<file path="src/rtl/multiplier_datapath_taint_track.sv">
// Shift-add datapath for the sequential multiplier with bitwise taint tracking.
// Holds the multiplicand (md), the multiplier (mr) and a 2*WIDTH+1 bit running
// sum (rs, top bit is the add carry). Each of these has a per-bit taint shadow.
// Load, clear, add and shift strobes come from the multiplier control FSM.
// Every output is a direct register read.
module multiplier_datapath_taint_track #(
  parameter int WIDTH = 4
) (
  input  logic               clk,
  input  logic               rst,
  input  logic [WIDTH-1:0]   multiplicand_in,
  input  logic [WIDTH-1:0]   multiplicand_in_t,
  input  logic [WIDTH-1:0]   multiplier_in,
  input  logic [WIDTH-1:0]   multiplier_in_t,
  input  logic               mdld,
  input  logic               mdld_t,
  input  logic               mrld,
  input  logic               mrld_t,
  input  logic               rsclear,
  input  logic               rsclear_t,
  input  logic               rsload,
  input  logic               rsload_t,
  input  logic               rsshr,
  input  logic               rsshr_t,
  input  logic               productDone,
  input  logic               productDone_t,
  output logic [WIDTH-1:0]   multiplierReg,
  output logic [WIDTH-1:0]   multiplierReg_t,
  output logic [2*WIDTH-1:0] product,
  output logic [2*WIDTH-1:0] product_t,
  output logic               product_valid,
  output logic               product_valid_t
);

  localparam int PW = 2 * WIDTH;

  logic [WIDTH-1:0] r_md;
  logic [WIDTH-1:0] r_md_t;
  logic [WIDTH-1:0] r_mr;
  logic [WIDTH-1:0] r_mr_t;
  logic [PW:0]      r_rs;
  logic [PW:0]      r_rs_t;
  logic             r_pv;
  logic             r_pv_t;

  logic [WIDTH:0]   w_sum;
  logic [WIDTH:0]   w_sum_t;
  logic [WIDTH-1:0] w_add_c;
  logic [PW:0]      w_rs_nxt;
  logic [PW:0]      w_rs_t_nxt;
  logic             w_rs_strobe_taint;
  logic             w_clr_event;
  logic             w_clr_taint;
  logic             w_pv_t_set;

  // Taint of a W+1 bit sum: every bit from the lowest tainted input bit
  // upwards may be influenced through the carry chain; bits below are clean.
  function automatic logic [WIDTH:0] add_taint_mask(input logic [WIDTH-1:0] c);
    logic [WIDTH:0] m;
    logic           seen;
    m    = '0;
    seen = 1'b0;
    for (int i = 0; i < WIDTH; i++) begin
      seen = seen | c[i];
      m[i] = seen;
    end
    m[WIDTH] = seen;
    return m;
  endfunction

  // Adder for the upper half of the running sum and its carry-chain taint.
  always_comb begin
    w_sum   = {1'b0, r_rs[PW-1:WIDTH]} + {1'b0, r_md};
    w_add_c = r_rs_t[PW-1:WIDTH] | r_md_t;
    w_sum_t = add_taint_mask(w_add_c);
  end

  // Next running-sum value: clear beats add, add beats shift.
  always_comb begin
    w_rs_nxt = r_rs;
    if (rsclear) begin
      w_rs_nxt = '0;
    end else if (rsload) begin
      w_rs_nxt = {w_sum, r_rs[WIDTH-1:0]};
    end else if (rsshr) begin
      w_rs_nxt = {1'b0, r_rs[PW:1]};
    end else begin
      w_rs_nxt = r_rs;
    end
  end

  // Next running-sum taint: a tainted rs strobe makes every bit suspect,
  // otherwise taint follows the data movement of the selected operation.
  always_comb begin
    w_rs_strobe_taint = rsclear_t | rsload_t | rsshr_t;
    w_rs_t_nxt        = r_rs_t;
    if (w_rs_strobe_taint) begin
      w_rs_t_nxt = '1;
    end else if (rsclear) begin
      w_rs_t_nxt = '0;
    end else if (rsload) begin
      w_rs_t_nxt = {w_sum_t, r_rs_t[WIDTH-1:0]};
    end else if (rsshr) begin
      w_rs_t_nxt = {1'b0, r_rs_t[PW:1]};
    end else begin
      w_rs_t_nxt = r_rs_t;
    end
  end

  // Result-flag event decode; a taint on any clear source or on productDone
  // taints the flag, and only a fully clean clear event untaints it.
  always_comb begin
    w_clr_event = rsclear | mdld | mrld;
    w_clr_taint = rsclear_t | mdld_t | mrld_t;
    w_pv_t_set  = productDone_t | w_clr_taint;
  end

  // Running sum register and its taint shadow.
  always_ff @(posedge clk or negedge rst) begin
    if (!rst) begin
      r_rs   <= '0;
      r_rs_t <= '0;
    end else begin
      r_rs   <= w_rs_nxt;
      r_rs_t <= w_rs_t_nxt;
    end
  end

  // Multiplicand register; a tainted load strobe taints every bit.
  always_ff @(posedge clk or negedge rst) begin
    if (!rst) begin
      r_md   <= '0;
      r_md_t <= '0;
    end else begin
      if (mdld) begin
        r_md <= multiplicand_in;
      end else begin
        r_md <= r_md;
      end
      if (mdld_t) begin
        r_md_t <= '1;
      end else if (mdld) begin
        r_md_t <= multiplicand_in_t;
      end else begin
        r_md_t <= r_md_t;
      end
    end
  end

  // Multiplier register, read back by the FSM each SHIFT state.
  always_ff @(posedge clk or negedge rst) begin
    if (!rst) begin
      r_mr   <= '0;
      r_mr_t <= '0;
    end else begin
      if (mrld) begin
        r_mr <= multiplier_in;
      end else begin
        r_mr <= r_mr;
      end
      if (mrld_t) begin
        r_mr_t <= '1;
      end else if (mrld) begin
        r_mr_t <= multiplier_in_t;
      end else begin
        r_mr_t <= r_mr_t;
      end
    end
  end

  // Product-valid flag (clear wins over set) and its taint.
  always_ff @(posedge clk or negedge rst) begin
    if (!rst) begin
      r_pv   <= 1'b0;
      r_pv_t <= 1'b0;
    end else begin
      if (w_clr_event) begin
        r_pv <= 1'b0;
      end else if (productDone) begin
        r_pv <= 1'b1;
      end else begin
        r_pv <= r_pv;
      end
      if (w_pv_t_set) begin
        r_pv_t <= 1'b1;
      end else if (w_clr_event) begin
        r_pv_t <= 1'b0;
      end else begin
        r_pv_t <= r_pv_t;
      end
    end
  end

  assign multiplierReg   = r_mr;
  assign multiplierReg_t = r_mr_t;
  assign product         = r_rs[PW-1:0];
  assign product_t       = r_rs_t[PW-1:0];
  assign product_valid   = r_pv;
  assign product_valid_t = r_pv_t;

endmodule
</file>
<file path="config.mk">
export PLATFORM = sky130hd
export DESIGN_NAME = multiplier_datapath_taint_track
export DESIGN_NICKNAME = d
export VERILOG_FILES = /design/src/rtl/multiplier_datapath_taint_track.sv
export SDC_FILE = /design/constraint.sdc
export NUM_CORES = 1
export LEC_CHECK = 0
export ABC_AREA = 0
export BUFFER_PORTS_ARGS = -buffer_cell sky130_fd_sc_hd__buf_4
export CORE_AREA = 2 2 105 56
export CTS_BUF_LIST = sky130_fd_sc_hd__clkbuf_8
export DETAILED_ROUTE_END_ITERATION = 16
export DIE_AREA = 0 0 107 58
export GPL_TIMING_DRIVEN = 0
export PLACE_DENSITY = 0.58
export SLEW_MARGIN = 20
export SYNTH_ARGS = -nofsm -noshare
export SYNTH_HDL_FRONTEND = slang
export SYNTH_SLANG_ARGS = --single-unit
</file>
<file path="constraint.sdc">
create_clock -name clk -period 2.2 [get_ports clk]
set_input_delay 0.22 -clock clk [delete_from_list [all_inputs] [get_ports clk]]
set_output_delay 0.22 -clock clk [all_outputs]
set_load 0.005 [all_outputs]
</file>
==> impl_results.md <==
- Post-Synth Adder-Cell Area: 3.85%
- Share of cells above drive strength 1: 37.4%
- Buf/Inv on CP: 0
- Synth Area in Compound Gates: 16.8%
- CP max stage delay: 570 ps
- Initial Util: 34.3%
- Drt wl/cell: 13.6 um
- RSZ-0062 raised after global routing: no
- Antenna Cells: 0
- Nets: 261
- Crit path to: r_rs_t[7]
- Worst Hold Class: in2reg
- Largest family of logic cells by synthesized area: compound AO/OA/AOI/OAI gates
- Slew Viols, Final: 0
- Pin count of the biggest net entering global routing: 37
- Clock Pin Slew Worst Setup and Hold Paths: 70 ps
- Hold Fails Final Rpt: 0
- Clock Latency Late Sink: 280 ps
- Worst Slack Setup Final: 548 ps
- Detailed Route WL: 4070 um
- Switching fraction of total power: 25.4%
- Gr busiest metal: met1
- Comb power frac: 17.8%
- Worst path depth: 3
- CTS root buf: clkbuf_8
- Crit path max fanout: 5
- PostCTS Resize Cnt: 0
- Syn_area_per_cell: 11.1 um^2
- CTS tree: yes
- Seq pwr share: 50.0%
- Post-synth cell types: 36
- Fmax: 605 MHz
- H-tree Lvls: 2
- Number of synthesized register bits: 36
- GRT Residual Overflow: 0
- Leakage dissipation: 1.12 nW
- Register-to-Register Path Depth: 3
- Postcts setup bufs: 0
- GR Layer Usage met1: 22.5%
- Num rows: 19
- Met2 usage: 16.4%
- Status: complete, no violations
- DRT Pass-1 Iters: 5
- Avg Vias per Cell: 4.52
- Internal: 0.00110 W
- Post-synth EDFFs: 0
- Routability cong.: 0.747
- Drt first-iter violations: 86
- Port bufs: 54
- CP endpoint kind: flop
- Worst setup startpoint: r_rs_t[4]
- Setup TNS: 0 ps
- Clock buffer depth: 2
- Worst r2r dst: r_rs_t[7]
- Post-synthesis xor/xnor area fraction: 0.481%
- Clk sinks: 36
- Crit path cell chain: or4b_4 -> o41ai_4 -> o311ai_1
- Main synth FF type: dfrtp_1
- Share of the clock period used by the worst path: 75.1%
- Final Skew: 3.61 ps
- Min cycle time layout: 1650 ps
- CTS Buf Count: 5
- Crit path max-delay cell type: or4b_4
- Number of max-cap violations: 0
- Cell taking the most area after synthesis: dfrtp_1
- Crit start category: flop
- Core ar.: 0.00530 mm^2
- Data required time of the worst path: 2300 ps
- VDD IR max: 280 uV
- I/O pins: 56
- DP HPWL: 3040 um
- Gr usage total: 13.6%
- Clock share of power: 32.2%
- Mapped Nets: 199
- Sequential share of the synthesized area: 49.5%
- Vias in the first global route: 1,277
- Ys async rst share: 100%
- WS Path Type: reg2reg
- Post-synthesis mux area share: 9.48%
- Vias: 1,357
- Residual DRC: 0
- First-pass GRT wire length: 6470 um
- Pre-CTS WS: 569 ps
- Synth area leaders: dfrtp_1 49%, buf_4 6.6%, mux2_1 4.9%, a211o_1 3.8%, nor2b_1 3.4%
- DIE AREA: 0.00621 mm^2
- R2R Setup Slk: 550 ps
- Switch Pwr: 0.000373 W
- Die height: 58 um
- Synthesis-to-finish area growth: 32.8%
- Initial antenna violation count: 0
- Die Width: 107 um
- Setup violations, final: 0
- Final ANT Viol Nets: 0
- Worst Tran Pin Value: 1010 ps
- Syn Inst Count: 164
- Share of Yosys cell area claimed by the top area cell type: 49.5%
- Synth warn: 0
- Pwr dens: 608 mW/mm^2
- Slew headroom: 32.0%
- Met3 usage: 4.16%
- Worst Path Arrival: 1750 ps
- Total power: 0.00147 W
- Area of the mapped netlist: 0.00182 mm^2
- Critical path's top delay family: simple AND/OR/NAND/NOR gates
- Worst r2r src: r_rs_t[4]
- Post-synthesis simple-gate area fraction: 10.2%
## cells by family after synthesis
| kind of cell | Yosys count |
|---|---|
| mux | 16 |
| xor+xnor | 1 |
| simple gates | 34 |
| fa+ha+maj | 5 |
| flops | 36 |
| compound gates | 42 |
| buf+inv | 30 |
## worst min-delay path by stage
stage	to	from	cells after the start
finish	product_valid_t	productDone_t	3
detailed placement	r_rs[2]	rst	1
CTS	product_valid_t	productDone_t	3
global placement	r_rs[1]	rst	1
floorplan	multiplierReg[0]	rst	0
global route	product_valid_t	productDone_t	3
## cell usage after synthesis, types with 4 or more instances
master    n
mux2_1    8
mux2i_1   6
ha_1      4
inv_1     7
o21ai_1   7
o21ai_0   4
a211o_1   8
nor2b_1  10
buf_4    16
a21oi_1   7
dfrtp_1  36
nand2_1  14
## routing by layer
metal	wire, um	part of all wire [%]	vias up
li1	-	-	692
met1	2350	58	618
met2	1440	35	42
met3	253	6.2	5
met4	28	0.69	0
met5	0	0	-
## cells in the final DEF (no fill, tap or decap), types with 3 or more instances in the layout
cell type,Yosys,layout
buf_4,16,70
dfrtp_1,36,36
mux2i_1,6,6
nor2b_1,10,10
inv_1,7,9
o21ai_1,7,7
a211oi_1,3,3
nand2_1,14,14
clkbuf_8,0,6
buf_2,3,3
o21ai_0,4,4
mux2_1,8,8
a211o_1,8,8
a21oi_1,7,7
ha_1,4,4
## power groups by stage
stage	clock network (W)	registers [W]	logic (W)
3_5_place_dp	0	0.000747	0.000263
4_1_cts	0.000491	0.000734	0.000266
5_1_grt	0.000522	0.000739	0.000293
6_report	0.000474	0.000734	0.000261
3_3_place_gp	0	0.000746	0.000260
2_1_floorplan	0	0.000737	0.000139
## per-stage QoR
step	cell area (um^2)	cells	hold slack (ps)	utilization, %
3_5_place_dp	2320	291	216	43.7
3_3_place_gp	2320	291	213	43.7
6_report	2420	300	123	45.6
5_1_grt	2420	300	129	45.6
2_1_floorplan	1820	164	-75.6	-
4_1_cts	2420	300	118	45.6
## state kept, by name, indices dropped and copies added (netlist names)
register / cells
r_rs: 9
r_rs_t: 9
multiplierReg: 4
multiplierReg_t: 4
r_md: 4
r_md_t: 4
product_valid: 1
product_valid_t: 1
## final cells by class
class	count	area (um^2)
well taps	73	91.3
fillers	515	2880
clock buffers	6	82.6
clock inverters	2	7.51
flip-flops and latches	36	901
repair buffers	55	415
multi-input cells	98	743
plain buffers	23	150
inverters	7	26.3
## worst register-to-register path: cells and delay by family (launching register included)
kind | cells | cell delay [ps]
compound gates | 2 | 470
simple gates | 1 | 570
flops | 1 | 440
## what timing repair did
| action | 4_1_cts | 5_1_grt |
|---|---|---|
| hold buffers | 1 | 0 |
| endpoints found under the hold margin | 36 | 0 |
| setup endpoints to repair | 0 | 0 |
Power figures use the tool's default switching activity.
